### src/rtl/audio_pkg.sv
// Shared audio definitions: envelope state encoding and the tone/clock constants
// also used by the oscillator.
package audio_pkg;

    typedef enum logic [1:0] {
        A_IDLE,
        A_SUSTAIN,
        A_DECAY
    } audio_state_t;

    localparam int unsigned GOOD_FREQ   = 48;
    localparam int unsigned BAD_FREQ    = 188;
    localparam int unsigned FPGA_CLK_HZ = 12_000_000;
    localparam int unsigned CHIP_CLK_HZ = 10_000_000;

endpackage

### src/rtl/tone_pwm_driver_pwm_gen.sv
// Free-running PWM counter with a registered compare output; en gates the pin
// without disturbing the counter phase.
module pwm_gen #(
    parameter int unsigned PWM_BITS = 8
) (
    input  logic                clk,
    input  logic                nRst,
    input  logic [PWM_BITS-1:0] duty,
    input  logic                en,
    output logic                pwm
);

    logic [PWM_BITS-1:0] cnt_q;
    logic                pwm_q;

    always_ff @(posedge clk or negedge nRst) begin
        if (!nRst) begin
            cnt_q <= '0;
            pwm_q <= 1'b0;
        end else begin
            cnt_q <= cnt_q + 1'b1;
            // duty of 0 never matches, so a silent envelope gives a flat-low pin
            pwm_q <= (cnt_q < duty) & en;
        end
    end

    assign pwm = pwm_q;

endmodule

### src/rtl/tone_pwm_driver.sv
// Square-wave tone shaper: toggles on oscillator ticks, applies a sustain/linear-decay
// envelope and drives the speaker pin through PWM.
module tone_pwm_driver
    import audio_pkg::*;
#(
    parameter int unsigned PWM_BITS   = 8,
    parameter int unsigned GAP_CYCLES = 512,
    parameter int unsigned DECAY_DIV  = 12000
) (
    input  logic                clk,
    input  logic                nRst,
    input  logic                at_max,
    input  logic                note_start,
    input  logic                mute,
    output logic                speaker,
    output logic                square,
    output logic [PWM_BITS-1:0] envelope,
    output logic                busy
);

    localparam int unsigned GW = $clog2(GAP_CYCLES + 1);
    localparam int unsigned DW = $clog2(DECAY_DIV);
    localparam logic [GW-1:0] GAP_LAST = GW'(GAP_CYCLES - 1);
    localparam logic [DW-1:0] DEC_LAST = DW'(DECAY_DIV - 1);

    audio_state_t        state_q;
    logic [PWM_BITS-1:0] env_q;
    logic [GW-1:0]       gap_q;
    logic [DW-1:0]       dec_q;
    logic                square_q;
    logic [PWM_BITS-1:0] duty;

    always_ff @(posedge clk or negedge nRst) begin
        if (!nRst) begin
            state_q  <= A_IDLE;
            env_q    <= '0;
            gap_q    <= '0;
            dec_q    <= '0;
            square_q <= 1'b0;
        end else begin
            if (at_max && (state_q != A_IDLE || note_start))
                square_q <= ~square_q;

            if (note_start) begin
                state_q <= A_SUSTAIN;
                env_q   <= '1;
                gap_q   <= '0;
                dec_q   <= '0;
            end else begin
                case (state_q)
                    A_SUSTAIN: begin
                        if (at_max)
                            gap_q <= '0;
                        else if (gap_q == GAP_LAST) begin
                            state_q <= A_DECAY;
                            dec_q   <= '0;
                        end else
                            gap_q <= gap_q + 1'b1;
                    end
                    A_DECAY: begin
                        if (dec_q == DEC_LAST) begin
                            dec_q <= '0;
                            if (env_q != '0) begin
                                env_q <= env_q - 1'b1;
                                // last step overrides any tick this cycle
                                if (env_q == PWM_BITS'(1)) begin
                                    state_q  <= A_IDLE;
                                    square_q <= 1'b0;
                                end
                            end
                        end else
                            dec_q <= dec_q + 1'b1;
                    end
                    default: ;
                endcase
            end
        end
    end

    assign duty     = square_q ? env_q : '0;
    assign square   = square_q;
    assign envelope = env_q;
    assign busy     = (state_q != A_IDLE);

    pwm_gen #(.PWM_BITS(PWM_BITS)) u_pwm (
        .clk  (clk),
        .nRst (nRst),
        .duty (duty),
        .en   (~mute),
        .pwm  (speaker)
    );

endmodule

### config.mk
export PLATFORM = sky130hd
export DESIGN_NAME = tone_pwm_driver
export DESIGN_NICKNAME = d
export VERILOG_FILES = /design/src/rtl/audio_pkg.sv /design/src/rtl/tone_pwm_driver_pwm_gen.sv /design/src/rtl/tone_pwm_driver.sv
export SDC_FILE = /design/constraint.sdc
export NUM_CORES = 1
export LEC_CHECK = 0
export ABC_AREA = 1
export BUFFER_PORTS_ARGS = -buffer_cell sky130_fd_sc_hd__buf_2
export CAP_MARGIN = 10
export CORE_MARGIN = 3
export CORE_UTILIZATION = 55
export DETAILED_ROUTE_END_ITERATION = 7
export PLACE_DENSITY = 0.76
export SYNTH_ARGS = -nofsm -noshare
export SYNTH_HDL_FRONTEND = slang
export SYNTH_SLANG_ARGS = --single-unit
### constraint.sdc
create_clock -name clk -period 1.4 [get_ports clk]
set_input_delay 0.14 -clock clk [delete_from_list [all_inputs] [get_ports clk]]
set_output_delay 0.14 -clock clk [all_outputs]
set_load 0.1 [all_outputs]
==> results of run 1 <==
state kept, by name, indices dropped and copies added, names as in the netlist:
register,flops
dec_q,14
envelope,8
gap_q,10
square,1
state_q,2
u_pwm.cnt_q,8
u_pwm.pwm,1
how the worst min path moves through the flow:
stage           start                        to  slack (ns)
4_1_cts        at_max      gap_q[6]$_DFFE_PN0P_        0.27
6_report       at_max      gap_q[6]$_DFFE_PN0P_        0.29
2_1_floorplan    nRst      dec_q[0]$_DFFE_PN0P_       -0.16
3_5_place_dp     nRst  u_pwm.cnt_q[6]$_DFF_PN0_        0.14
5_1_grt        at_max      gap_q[8]$_DFFE_PN0P_        0.28
3_3_place_gp     nRst  u_pwm.cnt_q[6]$_DFF_PN0_        0.14
area by class of cell:
type | instances | area (um^2) | share of cell area [%]
Sequential cell | 44 | 1130 | 25.8
Clock inverter | 1 | 30.0 | 0.687
Inverter | 39 | 164 | 3.75
Multi-Input combinational cell | 288 | 2010 | 45.9
Clock buffer | 7 | 96.3 | 2.20
Timing Repair Buffer | 94 | 861 | 19.7
Tap cell | 67 | 83.8 | 1.92
worst max-delay path: stages, from the launching register on:
cell and delay (ns):
dfrtp_4 0.52, nor2_2 0.18, inv_1 0.11, nor3_1 0.30, nand2_1 0.12, nand2_1 0.12, nand3_1 0.09, nand2_1 0.08
nand2_1 0.07
synth_stat cells, drive strengths merged:
master and instances:
a21o 1, a21oi 10, buf 4, clkbuf 2
dfrtp 44, ha 13, inv 39, nand2 108
nand3 38, nand3b 3, nand4 10, nor2 60
nor3 7, o21a 1, o21ai 22, xnor2 3
xor2 11
report_power, final:
group          switching [W]  internal [W]
sequential          0.000210       0.00143
combinational        0.00182       0.00104
clock               0.000484      0.000631
stage by stage:
| stage | cell area, um^2 | instances | total power (W) | setup TNS [ns] | utilization [%] |
|---|---|---|---|---|---|
| after detailed placement | 3660 | 514 | 0.00401 | -2.36 | 75.9 |
| final | 4370 | 540 | 0.00562 | -5.01 | 90.7 |
| after global routing | 4370 | 540 | 0.00585 | -6.64 | 90.7 |
| after CTS | 4070 | 534 | 0.00528 | -1.08 | 84.4 |
| after global placement | 3660 | 514 | 0.00395 | -0.974 | 75.9 |
| after floorplan | 2970 | 376 | 0.00324 | -1.53 | - |
logic make-up after synthesis:
group                    count (synthesis)
adder cells (fa/ha/maj)                 13
AO/OA/AOI/OAI                           34
AND/OR/NAND/NOR                        226
buffers and inverters                   45
XOR/XNOR                                14
flip-flops                              44
repair_timing:
action                     in CTS  in global routing
cloned                          2                  0
pin swaps                      18                 20
gates resized for setup        53                 70
setup buffers                   9                  6
setup endpoints to repair      33                 38
hold endpoints to repair       45                  0
hold buffers                    2                  0
metal layers:
layer  routed length, um  vias to the layer above  GRT usage (%)
met2                5010                      221           51.1
met5                   0                        -              0
met4                 565                        0           9.96
met3                 731                       79           4.41
met1                3770                     1513           36.2
li1                    -                     1407              -
==> results.py, run 1 <==
metrics = {
    "routing": {
        "detail_route.first_pass.iterations": 5,
        "drt_iter0_markers": 302,
        "viasPerCell": 5.96,
        "vias": 3220,
        "wl_per_cell_um": 18.7,
        "ant_nets": 0,
        "wl_um": 10100,
        "drc": 0,
    },
    "sta": {
        "finalHoldViolCount": 0,
        "setup_viol": 36,
        "holdWs_ns": 0.293,
        "tightest_slew_ns": 0.485,
        "fmax_mhz": 591,
        "drv_slew": 0,
        "finalWorstSetupSlack_ns": -0.291,
        "slew_headroom_pct": 67.9,
        "rsz0062_at_grt": "true",
        "fin_crit_sh_pct": 121,
        "finClkSkew_ns": 0.0121,
        "period_needed_ns": 1.69,
    },
    "clock_network": {
        "cts_buffers": 5,
        "clock_sinks": 44,
        "cts_root_buffer": "clkbuf_8",
        "htreeDepth": 2,
        "clockBufferDepth": 2,
        "cts_tree": "built",
        "clk_pin_slew_worst_paths_ns": 0.09,
        "clock_latency_ns": 0.31,
    },
    "floorplan": {
        "start_util_pct": 58.4,
        "die_y_um": 77.5,
        "design.die.area_um2": 6010,
        "core_area_um2": 4820,
        "ioPinCount": 16,
        "row_count": 25,
        "fp.dieW_um": 77.5,
    },
    "place": {
        "place_ws_ns": -0.149,
        "portBuffers": 15,
        "gp_congestion": 0.905,
        "dp_hpwl_um": 5140,
    },
    "finish": {
        "final_common_cell": "buf_4",
        "final_cell_mix": "buf_4, nand2_1, dfrtp_1",
        "nets": 490,
        "area_delta_synth_final_pct": 55.4,
        "n_fill_cell": 217,
        "post_route_cells_drive_above_1_share_pct": 48.4,
        "num_antenna_cells": 0,
    },
    "setup_path": {
        "critical_path_class": "register to register",
        "reg2regPathDepth": 8,
        "endpoint_kind": "register",
        "cp-endpoint": "envelope[6]$_DFFE_PN0P_",
        "crit_start": "envelope[3]$_DFFE_PN0P_",
        "start_kind": "register",
        "crit_arrival_ns": 1.88,
        "reg2reg_from": "envelope[3]$_DFFE_PN0P_",
        "rrSetupSlack_ns": -0.29,
        "r2r-end": "envelope[6]$_DFFE_PN0P_",
        "path_max_fanout": 4,
        "required_ns": 1.59,
    },
    "logic_synthesis": {
        "synth_top_area_share_pct": 39.1,
        "synth.net_count": 394,
        "netlist_instances": 376,
        "synth-simple-area-share_pct": 36.1,
        "synth_area_leaders": "dfrtp_1, nand2_1, nor2_1",
        "synthMuxAreaShare_pct": 0,
        "synth_top_family_by_area": "simple AND/OR/NAND/NOR gates",
        "ys_warn_count": 0,
        "ys_seq_area_share_pct": 39.1,
        "syn_area_um2": 2810,
        "synth_seq_cells": 44,
        "synth_cell_types": 30,
        "synth_compound_area_share_pct": 7.70,
        "synth_area_per_cell_um2": 7.48,
        "yosys.area_share.adder_pct": 5.78,
        "synth-xor-area-share_pct": 4.36,
        "synth_top_area_cell": "dfrtp_1",
    },
    "grt": {
        "groute.usage.overall_pct": 29.0,
        "grt-ovfl-total": 0,
        "antenna_found_initial": 0,
        "grt_start_max_net_pins": 45,
        "grt_pass1_wl_um": 14000,
        "grt_pass1_vias": 3024,
    },
    "job": {
        "maxCapViolCount": 0,
    },
    "power_and_ir_drop": {
        "p_leak_nw": 2.08,
        "ir_drop_v": 0.00167,
        "p_per_area_nw_per_um2": 1290,
    },
    "run_status": {
        "violations": "negative setup slack",
        "outcome": "finished, violations left",
    },
    "worst_hold_path": {
        "hold_path_class": "input pin to register",
        "whs_path_depth": 4,
    },
}
Power figures use the tool's default switching activity.
==> run 2, diff against run 1 <==
==> constraint.sdc (replaced) <==
create_clock -name clk -period 1.4 [get_ports clk]
set_input_delay 0 -clock clk [delete_from_list [all_inputs] [get_ports clk]]
set_output_delay 0 -clock clk [all_outputs]
set_load 0.1 [all_outputs]
==> results.py, run 2 (synthesis gave the netlist of run 1 again) <==
metrics = {
    "setup_path": {
        "worst-path-buf-inv": 0,
        "crit_family": "simple AND/OR/NAND/NOR gates",
        "required_ns": 1.59,
        "path_max_fanout": 5,
        "start_kind": "register",
        "critical-path-slowest-cell": "dfrtp_1",
        "endpoint_kind": "register",
        "cp_slowest_stage_delay_ns": 0.38,
        "critical_path_class": "register to register",
        "crit_chain": "ha_2 -> nand2_4 -> nor2_4 -> nand3_1 -> nand2_2 -> nand2_4 -> nand3_1 -> o21ai_0",
        "crit_arrival_ns": 1.84,
    },
    "clock_network": {
        "clock_latency_ns": 0.31,
        "htreeDepth": 2,
        "clock_sinks": 44,
        "clockBufferDepth": 2,
        "cts_root_buffer": "clkbuf_8",
        "cts_buffers": 5,
        "clk_pin_slew_worst_paths_ns": 0.09,
        "cts_tree": "built",
    },
    "sta": {
        "finClkSkew_ns": 0.00378,
        "setup_viol": 36,
        "finalHoldViolCount": 0,
        "finalWorstSetupSlack_ns": -0.245,
        "period_needed_ns": 1.65,
        "fin_crit_sh_pct": 118,
        "tightest_slew_ns": 0.517,
        "rsz0062_at_grt": "true",
        "fmax_mhz": 608,
        "holdWs_ns": 0.0821,
        "slew_headroom_pct": 65.5,
        "drv_slew": 0,
    },
    "routing": {
        "wl_um": 10600,
        "drt_iter0_markers": 462,
        "detail_route.first_pass.iterations": 7,
        "viasPerCell": 6.11,
        "vias": 3306,
        "drc": 0,
        "ant_nets": 0,
        "wl_per_cell_um": 19.6,
    },
    "finish": {
        "final_cells": 541,
        "largest_reg_flops": 14,
        "area_delta_synth_final_pct": 53.9,
        "post_route_cells_drive_above_1_share_pct": 46.2,
        "num_antenna_cells": 0,
        "largest-register": "dec_q",
        "final_cell_mix": "nand2_1, buf_4, nor2_1, dfrtp_1",
        "nets": 491,
        "final_common_cell": "nand2_1",
        "reg_top3": "dec_q (14), gap_q (10)",
    },
    "power_and_ir_drop": {
        "ir_drop_v": 0.00146,
        "p_leak_nw": 2.04,
        "p_per_area_nw_per_um2": 1310,
    },
    "grt": {
        "grt_start_max_net_pins": 21,
        "grt-ovfl-total": 0,
        "grt_pass1_vias": 2978,
        "antenna_found_initial": 0,
        "groute.usage.overall_pct": 30.2,
        "grt_pass1_wl_um": 14200,
    },
    "place": {
        "portBuffers": 15,
        "gp_congestion": 0.987,
        "placed_cells": 509,
        "dp_hpwl_um": 5070,
    },
    "floorplan": {
        "die_y_um": 77.5,
        "ioPinCount": 16,
        "start_util_pct": 58.4,
        "fp.dieW_um": 77.5,
        "row_count": 25,
        "core_area_um2": 4820,
        "design.die.area_um2": 6010,
    },
    "run_status": {
        "outcome": "finished, violations left",
        "violations": "negative setup slack",
    },
    "worst_hold_path": {
        "hold_path_class": "input pin to register",
    },
    "job": {
        "maxCapViolCount": 0,
    },
}
-- run 2: changes by cell type in the layout (fill, tap and decap cells not counted), moves of 4 or more --
cell     change
nand2_1      +8
buf_2        +8
buf_12       -7
nor2_2       -5
nand2_2     -12
nand2_4      +4
a21oi_4      +5
-- run 2: through the flow --
step                      total power [W]  cell area [um^2]  TNS (ns)  utilization (%)  worst slack (ns)
after floorplan                   0.00324              2970     -1.53                -            -0.168
after global placement            0.00368              3510    -0.749             73.0           -0.0626
final                             0.00567              4330     -6.76             89.8            -0.245
after CTS                         0.00504              3960     -1.14             82.2           -0.0770
after detailed placement          0.00374              3510     -1.73             73.0           -0.0933
after global routing              0.00587              4330     -8.15             89.8            -0.284
-- run 2: area by class of cell --
class	count	area [um^2]
well taps	67	83.8
inverters	39	161
flip-flops and latches	44	1130
clock inverters	1	30.0
multi-input cells	289	2070
repair buffers	94	761
clock buffers	7	96.3
fillers	212	489
-- run 2: what timing repair did --
action,in CTS,in global routing
pin swaps,21,22
endpoints found under the hold margin,19,0
buffers inserted,13,7
gates cloned,2,1
hold buffers,2,0
resized for setup,44,82
endpoints found under the setup margin,33,37
-- run 2: tightest hold or removal path, delay by kind of cell --
kind	cells	cell delay [ns]
buffers and inverters	1	0.20
and+or+nand+nor	3	0.16
-- run 2: final timing paths --
check | start | to | slack (ns) | depth (start not counted)
max in group asynchronous | nRst | gap_q[2]$_DFFE_PN0P_ | 0.72 | 3
setup reg to reg | gap_q[0]$_DFFE_PN0P_ | gap_q[0]$_DFFE_PN0P_ | -0.25 | 8
setup / recovery | gap_q[0]$_DFFE_PN0P_ | gap_q[0]$_DFFE_PN0P_ | -0.25 | 8
min in group asynchronous | nRst | u_pwm.cnt_q[5]$_DFF_PN0_ | 0.19 | 2
hold reg to reg | state_q[0]$_DFFE_PN0P_ | state_q[0]$_DFFE_PN0P_ | 0.51 | 2
hold / removal | at_max | gap_q[9]$_DFFE_PN0P_ | 0.08 | 4
-- run 2: layer usage --
metal / vias up / track usage, % / share of wire (%)
li1: 1413 / - / -
met1: 1545 / 35.2 / 36
met2: 259 / 51.2 / 50
met3: 89 / 5.80 / 7.3
met4: 0 / 18.7 / 6.4
met5: - / 0 / 0
-- run 2: report_power, final --
group / switching, W / total (W) / leakage, nW / internal, W
clock network: 0.000485 / 0.00112 / 0.0645 / 0.000631
logic: 0.00199 / 0.00298 / 1.42 / 0.000987
registers: 0.000148 / 0.00158 / 0.562 / 0.00143
